--- src/rtl/mips_pkg.sv ---
// Shared MIPS pipeline definitions: MemtoReg result-select encodings and the
// data-memory access FSM state type.
`timescale 1ns/1ps
package mips_pkg;

    localparam logic [1:0] MTR_ALU = 2'b00;
    localparam logic [1:0] MTR_MEM = 2'b01;
    localparam logic [1:0] MTR_LO  = 2'b10;
    localparam logic [1:0] MTR_HI  = 2'b11;

    typedef enum logic {
        StIdle,
        StWait
    } memState_t;

endpackage

--- src/rtl/mem_access_fsm.sv ---
// Data-memory access sequencer: request/stall generation, wait counter with
// timeout abort, and the sticky misalign/timeout error flag.
`timescale 1ns/1ps
module mem_access_fsm
    import mips_pkg::*;
#(
    parameter int unsigned TIMEOUT = 64,
    parameter int unsigned CNT_W   = 7
) (
    input  logic       clk,
    input  logic       rst,
    input  logic       MemWriteM,
    input  logic [1:0] MemtoRegM,
    input  logic [1:0] addrLowM,
    input  logic       dmem_ready,
    output logic       dmem_req,
    output logic       StallM,
    output logic       dropM,
    output logic       ErrM
);

    memState_t        state;
    logic [CNT_W-1:0] cnt;
    logic             memOpM;
    logic             misalignedM;
    logic             timeoutHit;

    assign memOpM      = MemWriteM | (MemtoRegM == MTR_MEM);
    assign misalignedM = memOpM & (addrLowM != 2'b00);

    always_comb begin
        dmem_req   = 1'b0;
        StallM     = 1'b0;
        dropM      = 1'b0;
        timeoutHit = 1'b0;
        unique case (state)
            StIdle: begin
                dmem_req = memOpM & ~misalignedM;
                StallM   = memOpM & ~misalignedM & ~dmem_ready;
                dropM    = misalignedM;
            end
            StWait: begin
                dmem_req   = 1'b1;
                timeoutHit = ~dmem_ready & (cnt == CNT_W'(TIMEOUT));
                // Abort cycle releases the stall so the op retires as a bubble
                StallM     = ~dmem_ready & ~timeoutHit;
                dropM      = timeoutHit;
            end
            default: ;
        endcase
    end

    always_ff @(posedge clk or posedge rst) begin
        if (rst) begin
            state <= StIdle;
            cnt   <= '0;
            ErrM  <= 1'b0;
        end else begin
            unique case (state)
                StIdle: begin
                    if (misalignedM) begin
                        ErrM <= 1'b1;
                    end else if (memOpM && !dmem_ready) begin
                        state <= StWait;
                        cnt   <= CNT_W'(1);
                    end
                end
                StWait: begin
                    if (dmem_ready || timeoutHit) begin
                        state <= StIdle;
                        cnt   <= '0;
                        if (timeoutHit) ErrM <= 1'b1;
                    end else begin
                        cnt <= cnt + CNT_W'(1);
                    end
                end
                default: state <= StIdle;
            endcase
        end
    end

endmodule

--- src/rtl/memory_stage.sv ---
// MIPS memory stage: E/M and M/W pipeline registers, data-memory handshake via
// mem_access_fsm, and the writeback result mux.
`timescale 1ns/1ps
module memory_stage
    import mips_pkg::*;
#(
    parameter int unsigned TIMEOUT = 64,
    parameter int unsigned CNT_W   = 7
) (
    input  logic        clk,
    input  logic        rst,
    input  logic        RegWriteE,
    input  logic        MemWriteE,
    input  logic        jumpE,
    input  logic [1:0]  MemtoRegE,
    input  logic [4:0]  WriteRegE,
    input  logic [31:0] ALUMultOutE,
    input  logic [31:0] WriteDataE,
    input  logic [31:0] PCPlus4E,
    input  logic        FlushM,
    output logic        dmem_req,
    output logic        dmem_we,
    output logic [31:0] dmem_addr,
    output logic [31:0] dmem_wdata,
    input  logic        dmem_ready,
    input  logic [31:0] dmem_rdata,
    output logic [31:0] ALUOutM,
    output logic [4:0]  WriteRegM,
    output logic        RegWriteM,
    output logic [1:0]  MemtoRegM,
    output logic        StallM,
    output logic        ErrM,
    output logic        RegWriteW,
    output logic [4:0]  WriteRegW,
    output logic [31:0] ResultW
);

    logic        MemWriteM;
    logic        jumpM;
    logic [31:0] WriteDataM;
    logic [31:0] PCPlus4M;
    logic        dropM;

    logic        jumpW;
    logic [1:0]  MemtoRegW;
    logic [31:0] ALUOutW;
    logic [31:0] ReadDataW;
    logic [31:0] PCPlus4W;

    // E/M register: stall holds (and overrides flush), flush loads a bubble
    always_ff @(posedge clk or posedge rst) begin
        if (rst) begin
            RegWriteM  <= 1'b0;
            MemWriteM  <= 1'b0;
            jumpM      <= 1'b0;
            MemtoRegM  <= MTR_ALU;
            WriteRegM  <= '0;
            ALUOutM    <= '0;
            WriteDataM <= '0;
            PCPlus4M   <= '0;
        end else if (!StallM) begin
            if (FlushM) begin
                RegWriteM  <= 1'b0;
                MemWriteM  <= 1'b0;
                jumpM      <= 1'b0;
                MemtoRegM  <= MTR_ALU;
                WriteRegM  <= '0;
                ALUOutM    <= '0;
                WriteDataM <= '0;
                PCPlus4M   <= '0;
            end else begin
                RegWriteM  <= RegWriteE;
                MemWriteM  <= MemWriteE;
                jumpM      <= jumpE;
                MemtoRegM  <= MemtoRegE;
                WriteRegM  <= WriteRegE;
                ALUOutM    <= ALUMultOutE;
                WriteDataM <= WriteDataE;
                PCPlus4M   <= PCPlus4E;
            end
        end
    end

    mem_access_fsm #(
        .TIMEOUT (TIMEOUT),
        .CNT_W   (CNT_W)
    ) u_mem_access_fsm (
        .clk        (clk),
        .rst        (rst),
        .MemWriteM  (MemWriteM),
        .MemtoRegM  (MemtoRegM),
        .addrLowM   (ALUOutM[1:0]),
        .dmem_ready (dmem_ready),
        .dmem_req   (dmem_req),
        .StallM     (StallM),
        .dropM      (dropM),
        .ErrM       (ErrM)
    );

    assign dmem_we    = MemWriteM & dmem_req;
    assign dmem_addr  = {ALUOutM[31:2], 2'b00};
    assign dmem_wdata = WriteDataM;

    // M/W register: bubble while stalled so the W instruction retires once;
    // misaligned or timed-out ops are also retired as bubbles
    always_ff @(posedge clk or posedge rst) begin
        if (rst) begin
            RegWriteW <= 1'b0;
            WriteRegW <= '0;
            jumpW     <= 1'b0;
            MemtoRegW <= MTR_ALU;
            ALUOutW   <= '0;
            ReadDataW <= '0;
            PCPlus4W  <= '0;
        end else if (StallM || dropM) begin
            RegWriteW <= 1'b0;
            WriteRegW <= '0;
            jumpW     <= 1'b0;
            MemtoRegW <= MTR_ALU;
            ALUOutW   <= '0;
            ReadDataW <= '0;
            PCPlus4W  <= '0;
        end else begin
            RegWriteW <= RegWriteM;
            WriteRegW <= WriteRegM;
            jumpW     <= jumpM;
            MemtoRegW <= MemtoRegM;
            ALUOutW   <= ALUOutM;
            ReadDataW <= dmem_rdata;
            PCPlus4W  <= PCPlus4M;
        end
    end

    always_comb begin
        ResultW = ALUOutW;
        if (jumpW) begin
            ResultW = PCPlus4W;
        end else if (MemtoRegW == MTR_MEM) begin
            ResultW = ReadDataW;
        end
    end

endmodule

--- config.mk ---
export PLATFORM = sky130hd
export DESIGN_NAME = memory_stage
export DESIGN_NICKNAME = d
export VERILOG_FILES = /design/src/rtl/mips_pkg.sv /design/src/rtl/mem_access_fsm.sv /design/src/rtl/memory_stage.sv
export SDC_FILE = /design/constraint.sdc
export NUM_CORES = 1
export LEC_CHECK = 0
export ABC_AREA = 1
export BUFFER_PORTS_ARGS = -buffer_cell sky130_fd_sc_hd__buf_4
export CAP_MARGIN = 40
export CORE_UTILIZATION = 45
export CTS_BUF_LIST = sky130_fd_sc_hd__clkbuf_4 sky130_fd_sc_hd__clkbuf_8
export DETAILED_ROUTE_END_ITERATION = 12
export PLACE_DENSITY = 0.74
export SLEW_MARGIN = 20
export SYNTH_ARGS = -nofsm -noshare
export SYNTH_HDL_FRONTEND = slang
export SYNTH_HIERARCHICAL = 1
export SYNTH_SLANG_ARGS = --single-unit
--- constraint.sdc ---
create_clock -name clk -period 6 [get_ports clk]
set_input_delay 0.6 -clock clk [delete_from_list [all_inputs] [get_ports clk]]
set_output_delay 0.6 -clock clk [all_outputs]
set_load 0.005 [all_outputs]
==> flow_summary.toml <==
[cts]
cts_hold_buf = 0
clock_latency_ns = 0.51
numCtsBuffers = 38
post-cts-setup-buffers = 0
clock_path_buffers = 3
cts_root_buf = "clkbuf_8"
path_clk_slew_ns = 0.06
cts_htree_levels = 2
ctsResizeCount = 0
cts_tree = "built"
cts.sinks = 220

[die]
start_util_pct = 45.8
die-width_um = 151
core_um2 = 21800
fp.dieH_um = 151
io_pins = 288
die_area_um2 = 22800
std_cell_rows = 54

[finish]
nets = 1467
stdcell_area_um2 = 12900
area_growth_pct = 29.5
drive_gt1_share_pct = 34.6
final_util_pct = 59.3
antenna-diode-count = 0

[job]
max-cap-violations = 0

[detailed_routing]
wl_met3_mm = 1.83
met2_length_mm = 11.8
met1_length_mm = 9.70
vias = 7436
top_layer = "met4"
wl_per_cell_um = 14.6
routed_wl_mm = 23.8
drcViolationCount = 0
drt_iter0_markers = 279
ant_nets = 0
vias_per_cell = 4.56
dr.pass1.iters = 4

[timing]
hold_viol = 0
timing.hold.ws_ns = 0.0377
tns_ns = 0
fmax_mhz = 365
final.period_utilization_pct = 45.7
relSlewSlack_pct = 54.8
setup_viol = 0
worst_pin_slew_ns = 0.678
rsz0062_at_grt = "false"
final.min_clock_period_ns = 2.74
drv_slew = 0
skew_ns = 0.0158

[worst_setup_path]
ff2ff_setup_slack_ns = 3.30
reg2reg_to = "ALUOutM[28]"
crit_fanout = 33
path_class = "flip-flop to output pin"
critPathTopFamily = "buffers and inverters"
r2r_start = "u_mem_access_fsm/cnt[0]"
reg2reg_depth = 12
crit_start = "jumpW"
critPathMaxStageDelay_ns = 0.54
cp_cell_sequence = "buf_4, inv_2, nand3_1, nand2_1, buf_4"
worst_setup_path_end_kind = "output pin"
cp_num_buf_inv = 3
required_ns = 5.40
cp-start-kind = "flip-flop"
slowest_stage = "inv_2"
cp_common_cell = "buf_4"
arrival_ns = 2.14

[placed_design]
io_buffers = 285
place_hpwl_mm = 16.0
placed_area_um2 = 12100
gp_congestion = 0.816

[pwr]
p_per_area_nw_per_um2 = 331
p_leak_nw = 7.06
ir_worst_vdd_mv = 0.177

[worst_hold_path]
worst_hold_path_type = "input port to asynchronous set/reset pin"

[global_routing]
grt_max_degree = 121
antenna_found_initial = 0
grt_pass1_wl_mm = 37.2
grt_usage_pct = 21.2
first_global_vias = 7483
grt-ovfl-total = 0

[synthesis]
yosys.area.top_type = "dfrtp_1"
ys.flop_type = "dfrtp_1"
yosys_warnings = 6
synth_most_common_cell = "inv_1"
yosys.cell_types.count = 27
synth_area_leaders = "dfrtp_1, inv_1, nand2_1"
yosys-top-cells-count = "inv_1, dfrtp_1, nand2_1"
seq_area_frac_synth_pct = 55.2
syn_inst = 1067
async_flop_share_pct = 100
synth_edf_count = 0
synthDominantCellAreaShare_pct = 55.2
syn_area_per_cell_um2 = 9.34
ys_ff_latch = 220
netlist_area_um2 = 9970

[outcome]
status = "finished, final reports clean"
## layout make-up
type | instances | area, um^2
multi-input combinational | 469 | 2780
clock inverter | 8 | 92.6
timing repair buffer | 299 | 2330
clock buffer | 58 | 736
sequential | 220 | 5510
inverter | 295 | 1110
fill | 1859 | 8850
tap | 280 | 350
## cells in the final DEF (no fill, tap or decap), drive strengths merged
master | Yosys | final
ha | 2 | 2
nand3b | 1 | 1
o22ai | 73 | 73
dfrtp | 220 | 220
inv | 295 | 293
nor2 | 112 | 112
or2 | 3 | 3
nand3 | 70 | 70
nand2 | 162 | 162
buf | 57 | 299
xor2 | 1 | 1
a21oi | 1 | 1
xnor2 | 1 | 1
clkinvlp | 0 | 2
clkinv | 0 | 6
o21ai | 41 | 41
conb | 1 | 2
bufinv | 0 | 2
clkbuf | 27 | 58
## report_power, final
part,switching (W),internal (W)
Combinational,0.000594,0.000457
Clock,0.000578,0.000867
Sequential,0.0000913,0.00168
## cell families after synthesis
kind of cell,synth area share [%]
other cells,0.0376
flops,55.2
fa+ha+maj,0.251
xor+xnor,0.176
simple gates,18.0
buf+inv,17.0
compound gates,9.31
## worst max path at each step
stage,cells past startpoint,end
after floorplan,1,ALUOutM[0]
after global placement,11,PCPlus4M[19]
after detailed placement,11,PCPlus4M[21]
after CTS,5,ResultW[5]
after global routing,5,ResultW[5]
final,5,ResultW[5]
## sequential cells by signal, summed over array words and instances (netlist names), 2 cells and up
| register | count |
|---|---|
| WriteRegW | 5 |
| MemtoRegW | 2 |
| u_mem_access_fsm/cnt | 7 |
| MemtoRegM | 2 |
| PCPlus4W | 32 |
| dmem_wdata | 32 |
| WriteRegM | 5 |
| ALUOutW | 32 |
| ALUOutM | 32 |
| ReadDataW | 32 |
| PCPlus4M | 32 |
## metrics by stage
step / worst slack, ns / cells / total power (W)
final: 3.26 / 1629 / 0.00427
after global routing: 3.07 / 1629 / 0.00452
after CTS: 3.16 / 1628 / 0.00432
after detailed placement: 3.06 / 1562 / 0.00286
after global placement: 2.83 / 1559 / 0.00282
after floorplan: 2.66 / 1068 / 0.00244
## metal layers
metal	track usage (%)	vias up
met1	26.2	3531
met5	0	-
met3	5.57	32
li1	-	3631
met2	36.1	242
met4	6.70	0
(Power assumes the default switching activity.)
